**src/rtl/cam_pixel_capture.sv**
```systemverilog
// cam_pixel_capture: packs camera byte pairs into RGB565 pixels and writes them to a FIFO, frame by frame
// Ports:
//   clk, reset (async active-low)    camera pixel clock and reset
//   frame_en                          level enable; low returns to idle
//   cam_vsync, cam_href, cam_data     camera frame sync, line valid and byte bus
//   wrfull_cam                        FIFO full; a pixel meeting it is lost and the frame is dropped
//   wrreq_cam, wrdata_cam             registered FIFO write strobe and RGB565 pixel
//   frame_done                        one-cycle pulse after the last line of a frame
//   overflow                          sticky pixel-lost flag
//   line_cnt                          current line index within the frame
module cam_pixel_capture #(
  parameter int H_PIXELS = 640,
  parameter int V_LINES = 480
) (
  input  logic        clk,
  input  logic        reset,
  input  logic        frame_en,
  input  logic        cam_vsync,
  input  logic        cam_href,
  input  logic [7:0]  cam_data,
  input  logic        wrfull_cam,
  output logic        wrreq_cam,
  output logic [15:0] wrdata_cam,
  output logic        frame_done,
  output logic        overflow,
  output logic [9:0]  line_cnt
);
  typedef enum logic [2:0] {s_idle, s_wait_vs, s_wait_start, s_frame, s_drop} state_t;
  state_t state, state_nx;
  logic phase, href_d;
  logic [7:0] hi_byte;
  logic [15:0] pix_cnt;
  logic in_frame, href_fall, pix_ok, do_write, do_drop, do_done;
  always_ff @(posedge clk or negedge reset)
    if (!reset) state <= s_idle;
    else state <= state_nx;
  // vsync during a frame aborts it, so every capture event is qualified by vsync low
  always_comb begin
    in_frame = frame_en && state == s_frame && !cam_vsync;
    href_fall = in_frame && href_d && !cam_href;
    pix_ok = in_frame && cam_href && phase && pix_cnt < 16'(H_PIXELS);
    do_write = pix_ok && !wrfull_cam;
    do_drop = pix_ok && wrfull_cam;
    do_done = href_fall && line_cnt == 10'(V_LINES - 1);
  end
  always_comb begin
    state_nx = state;
    if (!frame_en) state_nx = s_idle;
    else
      case (state)
        s_idle:       state_nx = s_wait_vs;
        s_wait_vs:    state_nx = cam_vsync ? s_wait_start : s_wait_vs;
        s_wait_start: state_nx = cam_vsync ? s_wait_start : s_frame;
        s_frame:      state_nx = cam_vsync ? s_wait_start : do_drop ? s_drop : do_done ? s_wait_vs : s_frame;
        s_drop:       state_nx = cam_vsync ? s_wait_start : s_drop;
        default:      state_nx = s_idle;
      endcase
  end
  // line/pixel/phase counters only live inside an uninterrupted frame; any entry or exit clears them
  always_ff @(posedge clk or negedge reset)
    if (!reset) begin
      href_d <= 1'b0;
      phase <= 1'b0;
      hi_byte <= 8'd0;
      pix_cnt <= 16'd0;
      line_cnt <= 10'd0;
      wrreq_cam <= 1'b0;
      wrdata_cam <= 16'd0;
      frame_done <= 1'b0;
      overflow <= 1'b0;
    end else begin
      href_d <= cam_href;
      wrreq_cam <= do_write;
      frame_done <= do_done;
      if (do_write) wrdata_cam <= {hi_byte, cam_data};
      if (do_drop) overflow <= 1'b1;
      if (state != s_frame || state_nx != s_frame) begin
        line_cnt <= 10'd0;
        pix_cnt <= 16'd0;
        phase <= 1'b0;
      end else if (href_fall) begin
        line_cnt <= line_cnt + 10'd1;
        pix_cnt <= 16'd0;
        phase <= 1'b0;
      end else if (in_frame && cam_href) begin
        phase <= !phase;
        if (!phase) hi_byte <= cam_data;
        if (pix_ok) pix_cnt <= pix_cnt + 16'd1;
      end
    end
endmodule

```
**config.mk**
```make
export PLATFORM = sky130hd
export DESIGN_NAME = cam_pixel_capture
export DESIGN_NICKNAME = d
export VERILOG_FILES = /design/src/rtl/cam_pixel_capture.sv
export SDC_FILE = /design/constraint.sdc
export NUM_CORES = 1
export LEC_CHECK = 0
export CORE_MARGIN = 10
export CORE_UTILIZATION = 40
export CTS_CLUSTER_SIZE = 40
export DETAILED_ROUTE_END_ITERATION = 16
export PLACE_DENSITY = 0.64
export SLEW_MARGIN = 10
export SYNTH_ARGS = -nofsm -noshare
export SYNTH_HDL_FRONTEND = slang
export SYNTH_SLANG_ARGS = --single-unit
```
**constraint.sdc**
```tcl
create_clock -name clk -period 2.9 [get_ports clk]
set_clock_uncertainty 0.1 [all_clocks]
set_input_delay 0.58 -clock clk [delete_from_list [all_inputs] [get_ports clk]]
set_output_delay 0.58 -clock clk [all_outputs]
set_load 0.1 [all_outputs]
```
* Word level (Yosys, flattened, before mapping)
Index checks and enable logic that the tools add are counted.
Operators by class: magnitude comparators 1, mux-type cells 17, equality and inequality tests 7, reductions and logical operators 21, bitwise gates (word level) 3, add/sub/neg operators 2
Operators with widths (count):
- 2-to-1 mux 16 bit | 4
- 2-to-1 mux 10 bit | 2
- adder 16 x 1 -> 16 bit, second input constant | 1
- less-than comparator 16 x 10 -> 1 bit, second input constant | 1
- case mux 3 bit (5 select lines) | 1
- 2-to-1 mux 3 bit | 4
- adder 10 x 1 -> 10 bit, second input constant | 1
- == test 10 x 9 -> 1 bit, second input constant | 1
- logical AND 1 bit | 10
- == test 3 x 2 -> 1 bit, second input constant | 2
- != test 3 x 2 -> 1 bit, second input constant | 2
- nonzero test 3 bit | 2
- zero test 1 bit | 4
- 2-to-1 mux 1 bit | 4
- 2-to-1 mux 2 bit | 2
- AND reduction 4 bit | 1
- == test 3 x 1 -> 1 bit, second input constant | 1
- == test 3 bit, second input constant | 1
- zero test 3 bit | 1
- inverter 1 bit | 3
- AND reduction 2 bit | 1
- nonzero test 2 bit | 1
- logical OR 1 bit | 1
Word-level totals: flip-flop bits (word level) 58, output and inout bits 29, word-level logic and storage cells 61

* Depth between registers and ports, before layout
word-level depth 15, gate-level depth with buffers 6, gate-level depth less buffers 5

* Least setup slack after synthesis
No wires, ideal clock.
path kind reg2reg, start register line_cnt[0], end register line_cnt[9], data arrival time 2.101 ns, required time 2.705 ns, path slack 0.604 ns, period minus slack after synthesis 2.296 ns, stages on the path, launching flop included 5, setup time 0.095 ns, cells stage by stage dfrtp_1 > nand3_1 > or3_4 > or3_1 > a211oi_1
Between the ends: word-level cells in the longest chain between the ends 10, elaborated cells on any way between the ends 13, those cells by class 1 x add/sub; 2 x eq/ne; 7 x mux; 3 x reduce/logical
Ends and longest elaborated chain:
- start, declared | RTL line 26 | output logic [9:0] line_cnt
- start signal, assigned | RTL line 82 | line_cnt <= line_cnt + 10'd1;
- == test 10 x 9 -> 1 bit | RTL line 44 | do_done = href_fall && line_cnt == 10'(V_LINES - 1);
- logical AND 1 bit | RTL line 44
- 2-to-1 mux 2 bit | RTL line 54 | s_frame: state_nx = cam_vsync ? s_wait_start : do_drop ? s_drop : do_done ? s_wait_vs : s_frame;
- 2-to-1 mux 3 bit (2 in a row) | RTL line 54
- case mux 3 bit (5 select lines) | RTL line 50 | case (state)
- 2-to-1 mux 3 bit | RTL line 48 | if (!frame_en) state_nx = s_idle;
- != test 3 x 2 -> 1 bit | RTL line 77 | if (state != s_frame || state_nx != s_frame) begin
- logical OR 1 bit | RTL line 77
- 2-to-1 mux 10 bit or nonzero test 2 bit (tied branches)
Several ways; a longest one is shown, not always the timed one. The select of a mux whose other input is x is not followed. A chain may end at the register's enable or synchronous reset.

* Worst setup path after layout
start input port frame_en, end register hi_byte[4]
Between the ends: word-level cells in the longest chain between the ends 14, elaborated cells on any way between the ends 19, those cells by class 1 x eq/ne; 5 x mux; 2 x bitwise; 11 x reduce/logical
Ends and longest elaborated chain:
- start, declared | RTL line 17 | input logic frame_en,
- logical AND 1 bit (2 in a row) | RTL line 39 | in_frame = frame_en && state == s_frame && !cam_vsync;
- logical AND 1 bit, on equally long branches | RTL line 40, 41, 85
- logical AND 1 bit, on equally long branches | RTL line 40, 41
- logical AND 1 bit, on equally long branches | RTL line 44, 41
- 2-to-1 mux 2 bit or logical AND 1 bit (tied branches) | RTL line 54, 43
- 2-to-1 mux 3 bit (2 in a row) | RTL line 54
- case mux 3 bit (5 select lines) | RTL line 50
- 2-to-1 mux 3 bit | RTL line 48
- != test 3 x 2 -> 1 bit | RTL line 77
- logical OR 1 bit | RTL line 77
- inverter 1 bit (no line)
- AND reduction 4 bit (no line) (*)
- end signal, assigned | RTL line 87 | if (!phase) hi_byte <= cam_data;
- end, declared | RTL line 31 | logic [7:0] hi_byte;
Every way passes the cells marked *; elsewhere a longest branch is shown, timed or not.

==> out/qor.csv <==
metric,value,unit
Max Slew Vio Count,0,
# IOs,43,
Rows,29,
Max Root-Sink Buffers,2,
post-layout util,0.5219,
worst min path class,primary input to asynchronous set/reset pin,
Area growth syn-to-layout,25.48,%
top post-synthesis cells by area,"dfrtp_1, mux2_2, and3_1, nand3_1, a21oi_1",
H-tree depth,3,
leakage power,1.518,nW
pin count of the biggest net entering global routing,59,
Power Internal,1.361,mW
pwr dens,530.0,mW/mm^2
gp weighted congestion,0.7646,
RR Startpoint,pix_cnt[7],
worst setup path class,primary input to register,
number of CTS-inserted buffers,9,
Async SR Flop Fraction,1.000,
nets,290,
Vias/cell,5.368,
WL final,5561,microns
Clock Latency Late Sink,0.34,ns
Final period util,0.7939,
core area,0.006386,sq mm
DR WL/cell,15.62,microns
fillers,564,
first-pass GRT wire length,9480,microns
sequential share of the synthesized area,0.5464,
hold_buf cts,0,
clock-pin transition on the worst setup and hold timing paths,0.07,ns
compound-cell area share of the yosys netlist,0.08384,
share of layout cells above drive strength 1,0.3118,
r2r setup slk,0.70,ns
Syn Std Cell Area,0.002656,sq mm
peak fanout along the critical path,10,
die width,101.5,microns
Residual DRC,0,
Worst slew margin,0.5184,
Die Height,101.5,microns
Post-Syn Area per Cell,11.86,sq um
drt pass-1 iters,4,
minimum clock period,2.302,ns
share of total power in the clock network,0.474,
placed wire-length estimate,3854,microns
vias in the first global route,1932,
number of diodes,0,
largest family of logic cells by synthesized area,simple AND/OR/NAND/NOR gates,
die area,0.01030,sq mm
Vias,1911,
sw frac,0.2295,
CTS tree,yes,
PortBufs,42,
unrepaired setup endpoints after global routing,no,
Gate power share,0.049,
total track usage,0.1143,
post-route ant nets,0,
final hold viol count,0,
reg2reg end,wrdata_cam[12],
Post-CTS Resized,0,
Crit path arrival time,2.42,ns
Synth area leader,dfrtp_1,
DRT iter0 DRCs,54,
mux cell area share after synthesis,0.1017,
setup_tns,0,ns
# clock sinks,58,
Initial Utilization,0.4159,
Flop pwr share,0.477,
gr ovfl total,0,
"Req. time, crit path",3.01,ns
maximum clock rate,434.4,MHz
Setup Buffers After CTS,0,
worst vdd ir,0.4034,mV
Synth Area in Adders,0.009421,
R2R depth,5,
CP endpoint kind,register,
Post-Synth Simple-Gate Area,0.2091,
area fraction of the dominant cell type after synthesis,0.5464,
endpoints failing setup,0,
flop and latch count out of synthesis,58,
status,"finished, final reports clean",
actual slew at the worst max-slew pin,0.7224,ns
number of synthesized flops with an enable pin,0,
final worst setup slack,0.5977,ns
synth warn,0,
clk root buf,clkbuf_8,
Max Cap Viol,0,
Syn Nets,240,
Main synth FF type,dfrtp_1,
sw power,0.4054,mW
Startpoint Class,primary input,
antenna violations before repair,0,
Cells after Synth,224,
post-synth cell types,45,
Synth Area in XOR/XNOR,0.02638,
dpl ws,0.2476,ns
[cells in the mapped netlist (2+ instances only)]
| cell type | n |
|---|---|
| dfrtp_1 | 58 |
| mux2_2 | 24 |
| and3_1 | 13 |
| nand3_1 | 12 |
| a21oi_1 | 11 |
| nand2_1 | 10 |
| o21ai_0 | 10 |
| o31ai_1 | 7 |
| or4_1 | 7 |
| clkbuf_1 | 6 |
| nor3_1 | 6 |
| nand4_1 | 5 |
| xor2_1 | 5 |
| a211oi_1 | 4 |
| inv_1 | 4 |
| nor2_1 | 4 |
| nor4_1 | 3 |
| or3_1 | 3 |
| xnor2_1 | 3 |
| and2_1 | 2 |
| and4_1 | 2 |
| ha_1 | 2 |
[metrics by stage]
step                total power, mW  area (sq um)  hold slack (ns)  cells
floorplan                    0.8939          2656           0.1844    224
global placement             0.9446          3107           0.3820    340
detailed placement           0.9470          3107           0.3724    340
CTS                           1.788          3333           0.3073    356
global route                  1.832          3333           0.3570    356
finish                        1.766          3333           0.2903    356
[flip-flops by register name (all words and copies together), names as in the netlist]
name	cells
frame_done	1
hi_byte	8
href_d	1
line_cnt	10
overflow	1
phase	1
pix_cnt	16
state	3
wrdata_cam	16
wrreq_cam	1
[cell usage in the layout, fill, tap and decap left out, types with 3 or more instances in the layout]
cell type,netlist,layout
a211oi_1,4,4
a21oi_1,11,11
and3_1,13,13
buf_4,1,34
clkbuf_8,0,9
clkdlybuf4s50_1,0,12
clkinv_4,0,3
dfrtp_1,58,58
inv_1,4,4
mux2_2,24,24
nand2_1,10,10
nand3_1,12,12
nand4_1,5,5
nor2_1,4,4
nor3_1,6,6
nor4_1,3,3
o21ai_0,10,10
o31ai_1,7,7
or3_1,3,3
or4_1,7,7
xnor2_1,3,3
xor2_1,5,5
[worst max-delay path by stage]
stage                           start             to  slack (ns)  depth (start not counted)
final                        frame_en     hi_byte[4]        0.60                          5
after CTS                    frame_en     hi_byte[4]        0.61                          5
after global placement       frame_en     hi_byte[6]        0.33                          5
after detailed placement     frame_en     hi_byte[4]        0.25                          5
after global routing       pix_cnt[7]  wrdata_cam[5]        0.45                          5
after floorplan           line_cnt[0]    line_cnt[9]        0.60                          4
[area by class of cell]
class	instances	area (sq um)	area share
clock buffer	9	123.9	0.03716
clock inverter	7	102.6	0.03078
inverter	4	15.01	0.004505
multi-input combinational	153	1144	0.3431
sequential	58	1451	0.4354
tap	77	96.34	0.02890
timing repair buffer	48	400.4	0.1201
[critical path, cell delays in order]
cell and delay, ns:
clkdlybuf4s50_1 0.56, and4b_4 0.30, nand3_4 0.14, nor2_2 0.42, mux2_2 0.40
[kinds of logic (layout without fill, tap and decap cells)]
family | Yosys count | in the layout
compound gates | 36 | 36
simple gates | 83 | 83
flops | 58 | 58
fa+ha+maj | 2 | 2
mux | 24 | 24
buf+inv | 13 | 68
xor+xnor | 8 | 8
[metal layers]
metal	track usage	vias up	share of wire
met5	0	-	0
met4	0.06109	0	0.0095
met3	0.04152	6	0.070
met2	0.1504	47	0.41
met1	0.1581	916	0.51
li1	-	942	-
[power by group through the flow]
stage	Combinational, mW	Sequential (mW)	Clock (mW)
floorplan	0.0393	0.855	0
global placement	0.0870	0.858	0
detailed placement	0.0889	0.858	0
CTS	0.0892	0.842	0.857
global route	0.0985	0.846	0.888
finish	0.0872	0.842	0.837
(Power assumes the default switching activity.)
